[src/rtl/keccak_pkg.sv]
// rtl/keccak_pkg.sv - shared Keccak state geometry, lane type and sponge state enum
package keccak_pkg;
    localparam int LANES  = 25;
    localparam int DIM    = 5;
    localparam int LANE_W = 64;

    typedef logic [LANE_W-1:0] lane_t;

    typedef enum logic [2:0] {
        ST_IDLE,
        ST_CLEAR,
        ST_ABSORB,
        ST_PERM,
        ST_SQUEEZE
    } sponge_state_t;
endpackage

[src/rtl/lane_cursor.sv]
// rtl/lane_cursor.sv - x/y lane cursor with wrap-at-4 carry and linear index compare
module lane_cursor
    import keccak_pkg::*;
(
    input  logic       clk,
    input  logic       rst,
    input  logic       clr,
    input  logic       inc,
    input  logic [4:0] cmp_idx,
    output logic [2:0] x,
    output logic [2:0] y,
    output logic       at_idx
);
    always_ff @(posedge clk) begin
        if (rst || clr) begin
            x <= 3'd0;
            y <= 3'd0;
        end else if (inc) begin
            if (x == 3'(DIM - 1)) begin
                x <= 3'd0;
                y <= y + 3'd1;
            end else begin
                x <= x + 3'd1;
            end
        end
    end

    // Linear lane index 5*y + x never exceeds 24, so 5 bits suffice.
    assign at_idx = (({2'b00, y} * 5'd5) + {2'b00, x}) == cmp_idx;
endmodule

[src/rtl/m55_sponge_ctrl.sv]
// rtl/m55_sponge_ctrl.sv - sponge sequencer and m55 port mux for the Keccak permutation engine
module m55_sponge_ctrl
    import keccak_pkg::*;
#(
    parameter int RATE_LANES = 17,
    parameter int OUT_LANES  = 4
) (
    input  logic        clk,
    input  logic        rst,
    input  logic        init,
    input  logic        in_valid,
    output logic        in_ready,
    input  logic [63:0] in_data,
    input  logic        in_final,
    output logic        out_valid,
    input  logic        out_ready,
    output logic [63:0] out_data,
    output logic        out_last,
    output logic        busy,
    output logic        perm_start,
    input  logic        perm_done,
    input  logic [2:0]  p_rx,
    input  logic [2:0]  p_ry,
    input  logic [2:0]  p_wx,
    input  logic [2:0]  p_wy,
    input  logic        p_wr,
    input  logic [63:0] p_wd,
    output logic [63:0] p_rd,
    output logic [2:0]  m_rx,
    output logic [2:0]  m_ry,
    output logic [2:0]  m_wx,
    output logic [2:0]  m_wy,
    output logic        m_wr,
    output logic [63:0] m_wd,
    input  logic [63:0] m_rd
);
    sponge_state_t state, state_nx;
    logic          final_q, final_nx;
    logic          perm_issued;
    logic          cur_clr, cur_inc, cur_hit;
    logic [4:0]    cur_cmp;
    logic [2:0]    cx, cy;

    lane_cursor u_cursor (
        .clk     (clk),
        .rst     (rst),
        .clr     (cur_clr),
        .inc     (cur_inc),
        .cmp_idx (cur_cmp),
        .x       (cx),
        .y       (cy),
        .at_idx  (cur_hit)
    );

    // perm_issued is low only on the first cycle of each PERM visit.
    always_ff @(posedge clk) begin
        if (rst) begin
            state       <= ST_IDLE;
            final_q     <= 1'b0;
            perm_issued <= 1'b0;
        end else begin
            state       <= state_nx;
            final_q     <= final_nx;
            perm_issued <= (state == ST_PERM);
        end
    end

    always_comb begin
        state_nx   = state;
        final_nx   = final_q;
        cur_clr    = 1'b0;
        cur_inc    = 1'b0;
        cur_cmp    = 5'(LANES - 1);
        in_ready   = 1'b0;
        out_valid  = 1'b0;
        out_last   = 1'b0;
        out_data   = m_rd;
        perm_start = 1'b0;
        busy       = (state != ST_IDLE);
        p_rd       = m_rd;
        m_rx       = cx;
        m_ry       = cy;
        m_wx       = cx;
        m_wy       = cy;
        m_wr       = 1'b0;
        m_wd       = '0;

        case (state)
            ST_IDLE: begin
                if (init) begin
                    state_nx = ST_CLEAR;
                    cur_clr  = 1'b1;
                end
            end
            ST_CLEAR: begin
                m_wr = 1'b1;
                if (cur_hit) begin
                    state_nx = ST_ABSORB;
                    cur_clr  = 1'b1;
                end else begin
                    cur_inc = 1'b1;
                end
            end
            ST_ABSORB: begin
                cur_cmp  = 5'(RATE_LANES - 1);
                in_ready = 1'b1;
                m_wr     = in_valid;
                m_wd     = m_rd ^ in_data;
                if (in_valid) begin
                    if (cur_hit || in_final) begin
                        state_nx = ST_PERM;
                        final_nx = final_q | in_final;
                        cur_clr  = 1'b1;
                    end else begin
                        cur_inc = 1'b1;
                    end
                end
            end
            ST_PERM: begin
                m_rx       = p_rx;
                m_ry       = p_ry;
                m_wx       = p_wx;
                m_wy       = p_wy;
                m_wr       = p_wr;
                m_wd       = p_wd;
                perm_start = !perm_issued;
                if (perm_done) begin
                    state_nx = final_q ? ST_SQUEEZE : ST_ABSORB;
                    cur_clr  = 1'b1;
                end
            end
            ST_SQUEEZE: begin
                cur_cmp   = 5'(OUT_LANES - 1);
                out_valid = 1'b1;
                out_last  = cur_hit;
                if (out_ready) begin
                    if (cur_hit) begin
                        state_nx = ST_IDLE;
                        final_nx = 1'b0;
                        cur_clr  = 1'b1;
                    end else begin
                        cur_inc = 1'b1;
                    end
                end
            end
            default: state_nx = ST_IDLE;
        endcase
    end
endmodule
[config.mk]
export PLATFORM = sky130hd
export DESIGN_NAME = m55_sponge_ctrl
export DESIGN_NICKNAME = d
export VERILOG_FILES = /design/src/rtl/keccak_pkg.sv /design/src/rtl/lane_cursor.sv /design/src/rtl/m55_sponge_ctrl.sv
export SDC_FILE = /design/constraint.sdc
export NUM_CORES = 1
export LEC_CHECK = 0
export BUFFER_PORTS_ARGS = -buffer_cell sky130_fd_sc_hd__buf_2
export CORE_AREA = 5 5 160 162
export CTS_BUF_LIST = sky130_fd_sc_hd__clkbuf_2
export CTS_CLUSTER_DIAMETER = 200
export DETAILED_ROUTE_END_ITERATION = 16
export DIE_AREA = 0 0 165 167
export SLEW_MARGIN = 15
export SYNTH_ARGS = -nofsm -noshare
export SYNTH_HDL_FRONTEND = slang
export SYNTH_HIERARCHICAL = 1
export SYNTH_SLANG_ARGS = --single-unit
export TNS_END_PERCENT = 1
[constraint.sdc]
create_clock -name clk -period 4.1 [get_ports clk]
set_input_delay 0.615 -clock clk [delete_from_list [all_inputs] [get_ports clk]]
set_output_delay 0.615 -clock clk [all_outputs]
set_load 0.03 [all_outputs]
==> results.md, run 1 <==
- Starting Density: 13.4%
- Setup TNS: 0 ps
- Full die area: 0.0276 mm2
- Status: finished clean
- WS Path Type: reg -> out
- Post-synthesis register bit count: 11
- Worst reg-to-reg setup slack: 790 ps
- Vias per cell: 3.68
- Slew HR: 57.2%
- Post-synth top area share: 30.8%
- Metal3 WL: 1.73 mm
- Highest Signal Layer: met5
- MaxCap Viol Count: 0
- RSZ-0062 raised after global routing: false
- Clock sinks: 11
- Worst hold path type: reg -> reg
- Synth Warn #: 6
- Clock root buffer: clkbuf_2
- Sequential cell area: 220 um2
- Total routed wirelength: 15.8 mm
- Skew-Pair Late Insertion Delay: 270 ps
- Leakage: 2.58 nW
- Final Hold Vio Count: 0
- Die Width: 165 um
- Pwr Density: 241 mW/mm2
- Die Height: 167 um
- Synth area leader: buf_4
- CTS Hold Bufs: 0
- Mapped Nets: 707
- Global route overflow: 0
- IO buf count: 421
- Post_cts resized: 0
- Fin area: 0.00471 mm2
- Peak Freq: 0.286 GHz
- Largest net degree at the start of global routing: 41
- ANT nets after route: 0
- Reg clk slew, reported paths: 110 ps
- Cells on worst reg2reg path: 13
- Met2 WL post-DR: 7.69 mm
- Worst slew pin tran: 641 ps
- Drt drc: 0
- Io pins: 422
- Worst Hold Path Cells: 2
- Crit share post-route: 85.2%
- CP startpoint kind: flop
- Worst Setup End Kind: output port
- Vias post-DR: 4008
- WL/cell: 14.5 um
- Row count: 57
- Initial DRT Pass Iterations: 4
- Worst Path Arrival: 2880 ps
- CP Max Fanout: 5
- Share of layout cells above drive strength 1: 57.5%
- Final core utilization: 19.7%
- Clock buffer count from CTS: 3
- Worst endpoint required time: 3480 ps
- Sequential-to-total area share from yosys stat: 6.85%
- VDD IR-drop max: 90.0 uV
- Commonest non-fill, non-tap cell in the layout: buf_2
- Mapped Area: 0.00321 mm2
- Total setup buffers inserted after CTS: 0
- Hold Slack: 525 ps
- Total power: 0.00114 W
- Area contributors post-synth: buf_4 31%, xnor2_1 19%, nand2_1 12%
- Syn_area_per_cell: 6.65 um2
- Fin crit period: 3490 ps
- Clk buf depth: 2
- H-tree lvl count: 1
- Synth unique cells: 35
- Detailed-placement wirelength estimate: 14.1 mm
- Initial antenna violation count: 4
- Core area: 0.0240 mm2
- Vias in the first global route: 3952
- Area of the multi-input gates: 0.00190 mm2
- Total track usage: 10.1%
- RePlAce Congestion: 0.898
- Area after DPL: 0.00469 mm2
- Fillers: 2769
- DRT met1 WL: 6.14 mm
- Post-Synthesis Cells: 483
- Final nets: 987
- Most frequent cells in the layout: 421 x buf_2, 99 x nand2_1, 71 x xnor2_1, 52 x o21ai_1, 17 x nor2_1
- Layout area overhead: 46.7%
- Finish-stage setup viols: 0
- Clock Skew: 26.2 ps
- Starting DRT DRC Count: 166
- CTS tree: yes
- Pins Over Slew Limit: 0
- First-pass GRT wire length: 22.0 mm
[power breakdown]
| part | internal, W | switching [W] |
|---|---|---|
| registers | 0.000115 | 0.0000203 |
| clock network | 0.0000259 | 0.0000419 |
| logic | 0.000301 | 0.000632 |
[metrics by stage]
stage                     cells  setup slack [ps]
after global placement     1082               884
after global routing       1088               363
after floorplan             483              1010
after detailed placement   1082               808
final                      1088               607
after CTS                  1086               575
[cell type report]
type	instances	area share, %
repair buffers	424	45.2
well taps	324	8.60
flip-flops and latches	11	4.67
clock buffers	4	0.425
diodes	2	0.106
inverters	8	0.637
multi-input cells	315	40.4
[cells in the mapped netlist]
library cell,count
nand4bb_1,1
a211oi_1,1
xor2_1,5
fa_1,1
o21ai_1,52
nor2_1,18
xnor2_1,71
nand2b_1,3
nand2_2,1
a21oi_1,8
or3_1,2
dfxtp_1,11
nor3_2,1
nand3_1,3
buf_2,9
conb_1,1
nand3b_1,2
ha_1,11
mux2i_1,4
or2_2,2
nor3b_4,1
nor3_1,5
inv_1,6
a21o_1,1
inv_2,2
clkbuf_1,8
or3b_1,1
nand4_1,1
a22oi_2,1
buf_4,132
and2_1,1
nor3b_1,1
a21oi_2,1
nand2_1,99
o21ai_0,16
[flip-flops by register name (all words and copies together), names as in the netlist]
name and cells:
state 3, u_cursor/x 3, u_cursor/y 3, final_q 1, perm_issued 1
[worst paths after layout]
path	to	startpoint
worst max-delay path	out_last	u_cursor/y[0]
worst min-delay path	final_q	final_q
worst max register to register	u_cursor/y[1]	u_cursor/y[0]
worst min register to register	final_q	final_q
[cells by family after synthesis]
kind of cell	share of synthesized area, %
buffers and inverters	34.1
AO/OA/AOI/OAI	13.0
multiplexers	1.25
AND/OR/NAND/NOR	19.1
adder cells (fa/ha/maj)	4.91
flip-flops	6.85
XOR/XNOR	20.7
other	0.117
[per-layer routing]
metal,GRT usage [%],up-vias
li1,-,1971
met1,12.1,1760
met2,18.2,261
met3,2.20,12
met4,2.06,4
met5,0,-
[worst max-delay path, cell delays in order (launching register included)]
cell	delay [ps]
dfxtp_1	450
ha_1	270
ha_1	310
inv_1	70
fa_1	550
xor2_1	150
nand3_1	100
nor3_2	340
and2_1	190
buf_2	190
Power figures use the tool's default switching activity.
==> run 2: changes to the inputs <==
- ABC_AREA: default -> 1
- CORE_AREA: 5 5 160 162 -> 5 5 163 165
- DIE_AREA: 0 0 165 167 -> 0 0 168 170
==> results.md, run 2 <==
- Post-synth top area share: 29.0%
- Fillers: 2883
- Sequential-to-total area share from yosys stat: 6.45%
- Finish-stage setup viols: 0
- Share of layout cells above drive strength 1: 62.6%
- Clk buf depth: 2
- Status: finished clean
- Crit share post-route: 83.5%
- ANT nets after route: 0
- Vias in the first global route: 4375
- Drt drc: 0
- Mapped Area: 0.00342 mm2
- H-tree lvl count: 1
- Slew HR: 48.7%
- WS Path Type: reg -> out
- Layout area overhead: 44.6%
- Hold Slack: 479 ps
- Skew-Pair Late Insertion Delay: 270 ps
- Pwr Density: 464 mW/mm2
- Post-synth EDFFs: 0
- Leakage: 2.88 nW
- Most frequent cells in the layout: 421 x buf_2, 129 x nand2_1, 63 x or2_2, 63 x a32o_1, 25 x inv_1
- CTS tree: yes
- Largest net degree at the start of global routing: 68
- Fin crit period: 3420 ps
- RSZ-0062 raised after global routing: false
- Final nets: 1028
- Largest registers: state: 3 flops, u_cursor/x: 3 flops, u_cursor/y: 3 flops
- Vias post-DR: 4567
- Post-synthesis register bit count: 11
- MaxCap Viol Count: 0
- Post_cts resized: 0
- Initial antenna violation count: 8
- CP startpoint kind: flop
- Primary FF master, synth: dfxtp_1
- Area contributors post-synth: buf_4 29%, a32o_1 18%, nand2_1 14%
- Peak Freq: 0.292 GHz
- Commonest non-fill, non-tap cell in the layout: buf_2
- Clock buffer count from CTS: 3
- Async S/R FF share, synth: 0%
- Clock sinks: 11
- Worst hold path type: reg -> reg
- Worst Path Arrival: 2810 ps
- Row count: 58
- Total track usage: 10.5%
- Pins Over Slew Limit: 0
- RePlAce Congestion: 0.901
- Synth Warn #: 6
- Io pins: 422
- Area of the multi-input gates: 0.00203 mm2
- Commonest cells post-synth: 132 x buf_4, 129 x nand2_1, 63 x a32o_1, 63 x or2_2, 25 x inv_1
- Sequential cell area: 220 um2
- Detailed-placement wirelength estimate: 15.0 mm
- Core area: 0.0249 mm2
- Synth area leader: buf_4
- Initial DRT Pass Iterations: 4
- Global route overflow: 0
- Syn_area_per_cell: 6.59 um2
- Die Height: 170 um
- Count leader, synth: buf_4
- Worst slew pin tran: 770 ps
- Clock Skew: 5.19 ps
- Total routed wirelength: 16.8 mm
- Vias per cell: 4.02
- WL/cell: 14.7 um
- CP Max Fanout: 6
- Full die area: 0.0286 mm2
- Setup TNS: 0 ps
- Synth unique cells: 31
- Starting DRT DRC Count: 206
- IO buf count: 421
- Starting Density: 13.7%
- Worst endpoint required time: 3480 ps
- Post-Synthesis Cells: 518
- Clock root buffer: clkbuf_2
- VDD IR-drop max: 234 uV
- CTS Hold Bufs: 0
- Total setup buffers inserted after CTS: 0
- Final Hold Vio Count: 0
- Reg clk slew, reported paths: 130 ps
- Die Width: 168 um
- First-pass GRT wire length: 24.3 mm
- Worst Setup End Kind: output port
## run 2: cell types whose count changed in the layout (fill, tap and decap cells not counted), sizes merged, moves of 11 or more
cell	previous run	this run
or2	2	63
inv	8	31
a32o	0	63
nand3	3	14
nand2	100	132
xnor2	71	3
o21ai	68	9
## run 2: where the power goes
part | total [W] | switching, W | internal [W] | leakage [nW]
Combinational | 0.00206 | 0.00142 | 0.000639 | 2.77
Sequential | 0.000167 | 0.0000345 | 0.000133 | 0.0896
Clock | 0.0000640 | 0.0000419 | 0.0000220 | 0.0164
## run 2: logic make-up after synthesis
family	Yosys count	synth area share, %
simple gates	232	31.9
buf+inv	175	34.3
compound gates	83	21.6
fa+ha+maj	12	4.62
flops	11	6.45
xor+xnor	4	1.03
other cells	1	0.110
## run 2: final timing paths
check | start | to | slack (ps) | cells after the start
max | u_cursor/y[0] | out_last | 680 | 13
min | final_q | final_q | 480 | 2
max reg2reg | u_cursor/y[0] | u_cursor/y[0] | 840 | 20
min reg2reg | final_q | final_q | 480 | 2
## run 2: metal layers
layer	GRT usage [%]	part of all wire [%]	up-vias
li1	-	-	2205
met1	13.0	41	2086
met2	19.1	49	256
met3	2.53	9.8	14
met4	1.34	0.81	6
met5	0	0.23	-
## run 2: metrics by stage
stage / util [%] / power [W] / setup WS (ps) / area, um2 / cells
2_1_floorplan: - / 0.00170 / 1050 / 3420 / 519
3_3_place_gp: 19.7 / 0.00224 / 966 / 4910 / 1129
3_5_place_dp: 19.7 / 0.00224 / 905 / 4910 / 1129
4_1_cts: 19.8 / 0.00232 / 640 / 4930 / 1133
5_1_grt: 19.8 / 0.00246 / 328 / 4940 / 1136
6_report: 19.8 / 0.00229 / 675 / 4940 / 1136
## run 2: critical path, cell delays in order (launching register included)
cell and delay, ps:
dfxtp_1 450, ha_1 270, ha_1 310, inv_1 60
fa_1 560, nor2_1 50, nor2_1 90, nand3_1 80
nor2_1 100, nand2_1 60, inv_1 120, inv_1 90
nor2_1 100, buf_2 210
## run 2: area by class of cell
class | count | area share (%)
timing repair buffer | 424 | 43.1
clock inverter | 1 | 0.101
multi-input combinational | 333 | 41.2
clock buffer | 3 | 0.304
tap | 330 | 8.36
inverter | 31 | 2.36
sequential | 11 | 4.46
antenna | 3 | 0.152
